<file path="config.mk">
export PLATFORM = sky130hd
export DESIGN_NAME = ahb_bus_datapath
export DESIGN_NICKNAME = d
export VERILOG_FILES = /design/src/rtl/ahb_pkg.sv /design/src/rtl/ahb_addr_decoder.sv /design/src/rtl/ahb_bus_datapath.sv
export SDC_FILE = /design/constraint.sdc
export NUM_CORES = 1
export LEC_CHECK = 0
export BUFFER_PORTS_ARGS = -buffer_cell sky130_fd_sc_hd__buf_2
export CAP_MARGIN = 20
export CORE_AREA = 3 3 323 325
export DETAILED_ROUTE_END_ITERATION = 8
export DIE_AREA = 0 0 326 328
export SETUP_SLACK_MARGIN = 0.15
export SYNTH_ARGS = -nofsm -noshare
export SYNTH_HDL_FRONTEND = slang
export SYNTH_HIERARCHICAL = 1
export SYNTH_SLANG_ARGS = --single-unit
</file>
<file path="constraint.sdc">
create_clock -name CLK -period 3.3 [get_ports CLK]
set_clock_uncertainty 0.05 [all_clocks]
set_input_delay 0.165 -clock CLK [delete_from_list [all_inputs] [get_ports CLK]]
set_output_delay 0.165 -clock CLK [all_outputs]
set_load 0.1 [all_outputs]
</file>
<file path="src/rtl/ahb_pkg.sv">
// rtl/ahb_pkg.sv - shared AHB-Lite constants for the interconnect datapath
package ahb_pkg;

  localparam int NUM_PORTS = 5;
  localparam int ADDR_W    = 32;

  typedef enum logic [1:0] {
    HTRANS_IDLE   = 2'b00,
    HTRANS_BUSY   = 2'b01,
    HTRANS_NONSEQ = 2'b10,
    HTRANS_SEQ    = 2'b11
  } htrans_t;

  typedef enum logic [1:0] {
    HRESP_OKAY  = 2'b00,
    HRESP_ERROR = 2'b01
  } hresp_t;

  localparam logic [3:0] MASTER_NONE = 4'hF;

  // Slave k owns the 256 MB region whose top nibble is SLAVE_BASE[k].
  localparam logic [NUM_PORTS-1:0][3:0] SLAVE_BASE = {4'h4, 4'h3, 4'h2, 4'h1, 4'h0};

endpackage

</file>
<file path="src/rtl/ahb_addr_decoder.sv">
// rtl/ahb_addr_decoder.sv - top-nibble address decode to one-hot HSEL
module ahb_addr_decoder
  import ahb_pkg::*;
(
  input  logic [ADDR_W-1:0]    addr,
  output logic [NUM_PORTS-1:0] hsel
);

  always_comb begin
    hsel = '0;
    for (int k = 0; k < NUM_PORTS; k++) begin
      if (addr[ADDR_W-1 -: 4] == SLAVE_BASE[k]) hsel[k] = 1'b1;
    end
  end

endmodule

</file>
<file path="src/rtl/ahb_bus_datapath.sv">
// rtl/ahb_bus_datapath.sv - 5x5 AHB-Lite interconnect datapath driven by an external HMASTER
module ahb_bus_datapath
  import ahb_pkg::*;
(
  input  logic        CLK,
  input  logic        RESET,
  input  logic [3:0]  HMASTER,
  input  logic [31:0] HADDR0, HADDR1, HADDR2, HADDR3, HADDR4,
  input  logic [31:0] HWDATA0, HWDATA1, HWDATA2, HWDATA3, HWDATA4,
  input  logic        HWRITE0, HWRITE1, HWRITE2, HWRITE3, HWRITE4,
  input  logic [1:0]  HTRANS0, HTRANS1, HTRANS2, HTRANS3, HTRANS4,
  input  logic [2:0]  HSIZE0, HSIZE1, HSIZE2, HSIZE3, HSIZE4,
  input  logic [2:0]  HBURST0, HBURST1, HBURST2, HBURST3, HBURST4,
  output logic [31:0] mux_addr_out,
  output logic [31:0] mux_wout,
  output logic        mux_write,
  output logic [1:0]  mux_trans,
  output logic [2:0]  mux_size,
  output logic [2:0]  mux_burst,
  output logic [4:0]  HSEL,
  input  logic [31:0] HRDATA0, HRDATA1, HRDATA2, HRDATA3, HRDATA4,
  input  logic [1:0]  HRESP0, HRESP1, HRESP2, HRESP3, HRESP4,
  input  logic        HREADY0, HREADY1, HREADY2, HREADY3, HREADY4,
  output logic [31:0] rd_mux_out,
  output logic [1:0]  resp_mux_out,
  output logic        mux_ready,
  output logic [31:0] mHRDATA0, mHRDATA1, mHRDATA2, mHRDATA3, mHRDATA4,
  output logic [1:0]  mHRESP0, mHRESP1, mHRESP2, mHRESP3, mHRESP4
);

  logic [ADDR_W-1:0] haddr  [NUM_PORTS];
  logic [ADDR_W-1:0] hwdata [NUM_PORTS];
  logic [ADDR_W-1:0] hrdata [NUM_PORTS];
  logic [ADDR_W-1:0] m_rdata[NUM_PORTS];
  logic [1:0]        htrans [NUM_PORTS];
  logic [1:0]        hresp  [NUM_PORTS];
  logic [1:0]        m_resp [NUM_PORTS];
  logic [2:0]        hsize  [NUM_PORTS];
  logic [2:0]        hburst [NUM_PORTS];
  logic [NUM_PORTS-1:0] hwrite, hready;

  logic [3:0]           dp_master;
  logic [NUM_PORTS-1:0] dp_sel;

  assign haddr  = '{HADDR0, HADDR1, HADDR2, HADDR3, HADDR4};
  assign hwdata = '{HWDATA0, HWDATA1, HWDATA2, HWDATA3, HWDATA4};
  assign hrdata = '{HRDATA0, HRDATA1, HRDATA2, HRDATA3, HRDATA4};
  assign htrans = '{HTRANS0, HTRANS1, HTRANS2, HTRANS3, HTRANS4};
  assign hresp  = '{HRESP0, HRESP1, HRESP2, HRESP3, HRESP4};
  assign hsize  = '{HSIZE0, HSIZE1, HSIZE2, HSIZE3, HSIZE4};
  assign hburst = '{HBURST0, HBURST1, HBURST2, HBURST3, HBURST4};
  assign hwrite = {HWRITE4, HWRITE3, HWRITE2, HWRITE1, HWRITE0};
  assign hready = {HREADY4, HREADY3, HREADY2, HREADY1, HREADY0};

  // Any HMASTER outside 0..4 parks the slave bus on an IDLE transfer at address 0.
  always_comb begin
    mux_addr_out = '0;
    mux_write    = 1'b0;
    mux_trans    = HTRANS_IDLE;
    mux_size     = '0;
    mux_burst    = '0;
    for (int k = 0; k < NUM_PORTS; k++) begin
      if (HMASTER == 4'(k)) begin
        mux_addr_out = haddr[k];
        mux_write    = hwrite[k];
        mux_trans    = htrans[k];
        mux_size     = hsize[k];
        mux_burst    = hburst[k];
      end
    end
  end

  ahb_addr_decoder u_decoder (
    .addr (mux_addr_out),
    .hsel (HSEL)
  );

  always_ff @(posedge CLK or posedge RESET) begin
    if (RESET) begin
      dp_master <= MASTER_NONE;
      dp_sel    <= '0;
    end else if (mux_ready) begin
      dp_master <= HMASTER;
      dp_sel    <= HSEL;
    end
  end

  // Data-phase muxes key off the registered owner, so a wait state freezes them.
  always_comb begin
    mux_ready    = 1'b1;
    rd_mux_out   = '0;
    resp_mux_out = HRESP_OKAY;
    mux_wout     = '0;
    for (int k = 0; k < NUM_PORTS; k++) begin
      if (dp_sel[k]) begin
        mux_ready    = hready[k];
        rd_mux_out   = hrdata[k];
        resp_mux_out = hresp[k];
      end
      if (dp_master == 4'(k)) mux_wout = hwdata[k];
    end
  end

  always_comb begin
    for (int n = 0; n < NUM_PORTS; n++) begin
      m_rdata[n] = (dp_master == 4'(n)) ? rd_mux_out : '0;
      m_resp[n]  = (dp_master == 4'(n)) ? resp_mux_out : HRESP_OKAY;
    end
  end

  assign mHRDATA0 = m_rdata[0];
  assign mHRDATA1 = m_rdata[1];
  assign mHRDATA2 = m_rdata[2];
  assign mHRDATA3 = m_rdata[3];
  assign mHRDATA4 = m_rdata[4];
  assign mHRESP0  = m_resp[0];
  assign mHRESP1  = m_resp[1];
  assign mHRESP2  = m_resp[2];
  assign mHRESP3  = m_resp[3];
  assign mHRESP4  = m_resp[4];

endmodule

</file>
# Yosys cells after proc, flatten, opt, wreduce, memory -nomap -nowiden
# Index checks and enable logic that the tools add are counted.
# word_totals
regBits	9
out_inout_bits	283
elab_cells	77
# classes
n_eq_ne	12
muxes	60
n_reduce_logical	3
# op_table
cell	n
$mux 32	20
$mux 2	15
$mux 3	10
$eq 4x2->1 const B	6
$mux 1	15
$eq 4x1->1 const B	3
$eq 4x3->1 const B	3
$logic_not 4->1	3

# Logic depth before layout (Yosys ltp)
# depth
ltp_word	8
depth_mapped	10
depth_no_buf	7

# Modules after synthesis
# The synthesis kept the hierarchy.
# by_module_without_submodules
mod	n_inst	cells_per_inst	area_each_um2	seq_area_each_um2
ahb_bus_datapath	1	807	5306.3	230.2
ahb_addr_decoder	1	5	45.0	0.0

# Worst setup path before layout
# No wires, ideal clock.
# synth_path
path_type	input to register
from	input port HMASTER[0]
to	register dp_sel[2]
setup_ps	102
arrival_time_ps	6798
required_ps	3148
slack_ps	-3650
stages	10
path_buffers	3
path_cell_list	buf_2 > or2_2 > clkbuf_1 > clkbuf_1 > o22ai_1 > a22oi_1 > a21oi_1 > nor4b_1 > o32ai_1 > a211oi_1
# synth_via
elab_chain_len	8
# synth_lines
element	line_no	source
from (decl)	ahb_bus_datapath.sv:7	input logic [3:0] HMASTER,
$logic_not 4->1	ahb_bus_datapath.sv:63	if (HMASTER == 4'(k)) begin
$mux 32 (4 in a row)	ahb_bus_datapath.sv:63	
$mux 32 *	ahb_bus_datapath.sv:63	
named net mux_addr_out[29]	ahb_bus_datapath.sv:14	output logic [31:0] mux_addr_out,
$eq 4x2->1 *	ahb_addr_decoder.sv:12	if (addr[ADDR_W-1 -: 4] == SLAVE_BASE[k]) hsel[k] = 1'b1;
$mux 1 *	ahb_addr_decoder.sv:12	
named net HSEL[2]	ahb_bus_datapath.sv:20	output logic [4:0] HSEL,
to (signal assigned)	ahb_bus_datapath.sv:81	dp_sel <= '0;
to (signal assigned)	ahb_bus_datapath.sv:84	dp_sel <= HSEL;
to (decl)	ahb_bus_datapath.sv:43	logic [NUM_PORTS-1:0] dp_sel;
# The timed path passes the listed nets; every way through them passes the cells marked *.
# A chain may end at the register's enable or synchronous reset.

# Worst setup path in the final report
# layout_path
from	register dp_sel[3]
to	output port mHRESP4[0]
# layout_via
elab_chain_len	3
# layout_lines
element	line_no	source
$mux 2 (2 in a row)	ahb_bus_datapath.sv:95	if (dp_sel[k]) begin
$mux 2	ahb_bus_datapath.sv:107	m_resp[n] = (dp_master == 4'(n)) ? resp_mux_out : HRESP_OKAY;
to (decl)	ahb_bus_datapath.sv:28	output logic [1:0] mHRESP0, mHRESP1, mHRESP2, mHRESP3, mHRESP4
# Every way passes these cells.

==> results.toml <==
[run_status]
status = "complete, no violations"

[die]
dieHeight_um = 328
dieWidth_um = 326
row_count = 117
initial_utilization_pct = 5.26
io_pins = 829
core-area_sq_um = 102000
die-area_sq_um = 107000

[setup_path]
max_stage_delay_ps = 830
r2r_slack_ps = 900
slowest_stage = "or3_2"
crit_required_ps = 3080
reg2regPathDepth = 5
cp_top_family = "simple AND/OR/NAND/NOR gates"
r2r_start = "dp_sel[4]"
reg2reg_to = "dp_sel[0]"
cp-end-kind = "primary output"
cp-start-kind = "flop"
worstPathCellList = "or3_2 -> a221oi_1 -> a21o_1 -> nor2_1 -> buf_2"
timing_worst_setup_path_type = "flop to primary output"
cp.arrival_ps = 2820
worstPathMaxFanout = 19
crit_buf_inv = 1

[clock_tree]
cts_root_buffer = "clkbuf_16"
clockBufferDepth = 2
numCtsBuffers = 3
cts.sinks = 9
clk_latency_ps = 240
htree_levels = 1
cts_tree = "done"
clkSlewWorstSetupHoldPaths_ps = 40

[place]
place.gp.congestion = 0.895
pre_cts_slack_ps = 345
io_buffers = 828
dp.cells = 2957
hpwl_um = 62400

[route]
ant_nets = 0
drc = 0
initialDrtViolationCount = 728
vias_per_cell = 3.51
vias = 10500
wl_um = 70300
wl_per_cell_um = 23.6
dr.pass1.iters = 5

[power_and_ir_drop]
cellLeakagePower_nw = 6.12
peakVddDrop_mv = 0.646
power_density_nw_per_um2 = 953

[min_path]
hold_path_class = "primary input to flop"
holdPathEnd = "dp_sel[4]"
holdCritStartpoint = "HREADY4"
holdPathStages = 3

[logic_synthesis]
synthesis.area_sq_um = 5350
ys_types = 44
synth_top_area_cell = "nor2_1"
ys_ff_latch = 9
syn-num-nets = 1358
synth_edf_count = 0
synth_top_area_share_pct = 18.1
synth_seq_area_share_pct = 4.30
syn_area_per_cell_sq_um = 6.59
synthCells = 812
async_reset_ff_share_pct = 100
synth_area_leaders = "nor2_1 18%, mux4_2 13%, o22ai_1 9.6%, a221oi_2 7.9%, a22oi_1 5.8%"
yosys_warnings = 6
ys.flop_type = "dfrtp_1"

[cells_and_area]
final_common_cell = "buf_2"
final_cell_mix = "756 x buf_2, 257 x nor2_1, 80 x o22ai_1"
drive_above_1_share_pct = 62.9
syn_to_final_growth_pct = 134
multi_input_area_sq_um = 4680
finish.utilization_pct = 12.3
fillers = 11900
nNetsFinal = 2142
regArea_sq_um = 236
fin_cells = 2984

[sta]
tightestPinTransition_ps = 837
post-route-min-period_ps = 3030
fin_ws_ps = 266
fin_hold_ws_ps = 196
final-setup-viol-count = 0
fmax_mhz = 330
setup_tns_ps = 0
grt_setup_unrepaired = "false"
max_slew_margin_pct = 44.2
hold_viol_final = 0
drv_slew = 0
fin_crit_sh_pct = 91.9

[global_routing]
antenna_found_initial = 44
grt_pass1_vias = 10000
grt_max_degree = 44
grt_pass1_wl_um = 88600
grt-ovfl-total = 0
grt_usage_pct = 12.1

[flow_run]
drv_cap = 0
## stage by stage
stage	area (sq um)	power, W
after floorplan	5510	0.00835
after global placement	12400	0.0118
after detailed placement	12400	0.0118
after CTS	12500	0.0121
after global routing	12500	0.0124
final	12500	0.0119
## logic make-up after synthesis
family | after synthesis | share of synthesized area (%)
buffers and inverters | 138 | 10.9
and+or+nand+nor | 321 | 24.5
AOI/OAI and AO/OA | 306 | 45.2
DFF | 9 | 4.30
muxes | 38 | 15.1
## how the worst max path moves through the flow
| stage | depth (start not counted) | slack (ps) | from | end |
|---|---|---|---|---|
| after floorplan | 9 | -700 | HMASTER[0] | dp_sel[1] |
| after global placement | 5 | 360 | dp_sel[3] | mHRDATA0[3] |
| after detailed placement | 5 | 350 | dp_sel[3] | mHRDATA0[3] |
| after CTS | 4 | 230 | dp_master[0] | mHRDATA3[0] |
| after global routing | 5 | 200 | dp_sel[3] | mHRESP4[0] |
| final | 5 | 270 | dp_sel[3] | mHRESP4[0] |
## Yosys cell counts (2+ instances only)
cell and n:
nand2b_1 3, a221oi_1 6, o21ai_0 3, a21oi_1 42, buf_2 14, mux2_4 5
dfrtp_1 5, clkinv_1 2, a211oi_1 3, buf_6 5, buf_4 3, buf_1 2
mux4_2 32, a21o_2 25, dfstp_2 4, a22oi_1 41, nor4b_2 2, nand2_1 37
nor4b_1 3, o221ai_1 33, nor3_1 3, clkbuf_1 73, inv_1 39, nor2_1 258
nand3b_1 4, o22ai_1 82, a21o_1 8, a22o_1 32, a221oi_2 28
## worst min-delay path, delay by kind of cell
kind                   cells  cell delay (ps)
AND/OR/NAND/NOR            2              190
buffers and inverters      1              100
## cell type report
class | instances | area share (%)
diodes | 21 | 0.419
clock buffers | 4 | 0.629
inverters | 41 | 1.23
multi-input cells | 665 | 37.3
flip-flops and latches | 9 | 1.89
well taps | 1368 | 13.7
repair buffers | 876 | 44.8
## power breakdown
part | total [W] | switching, W | leakage [nW] | internal, W
combinational | 0.0113 | 0.00896 | 5.98 | 0.00237
clock | 0.000229 | 0.0000659 | 0.0383 | 0.000163
sequential | 0.000376 | 0.000203 | 0.106 | 0.000173
## layer usage
metal | share of wire [%] | track usage [%] | vias up
li1 | - | - | 4633
met1 | 41 | 15.1 | 4999
met2 | 48 | 20.9 | 700
met3 | 8.3 | 2.81 | 116
met4 | 3.0 | 3.04 | 26
met5 | 0.26 | 0 | -
## registers in the layout, indices dropped and copies added, names as in the netlist
register	cells
dp_master	4
dp_sel	5
## timing repair
action / 4_1_cts / 5_1_grt
hold endpoints to repair: 5 / 0
buffers inserted: 0 / 1
gates resized for setup: 1 / 0
hold buffers: 1 / 0
setup endpoints to repair: 1 / 3
No activity file was read; power rests on OpenSTA's default activity.
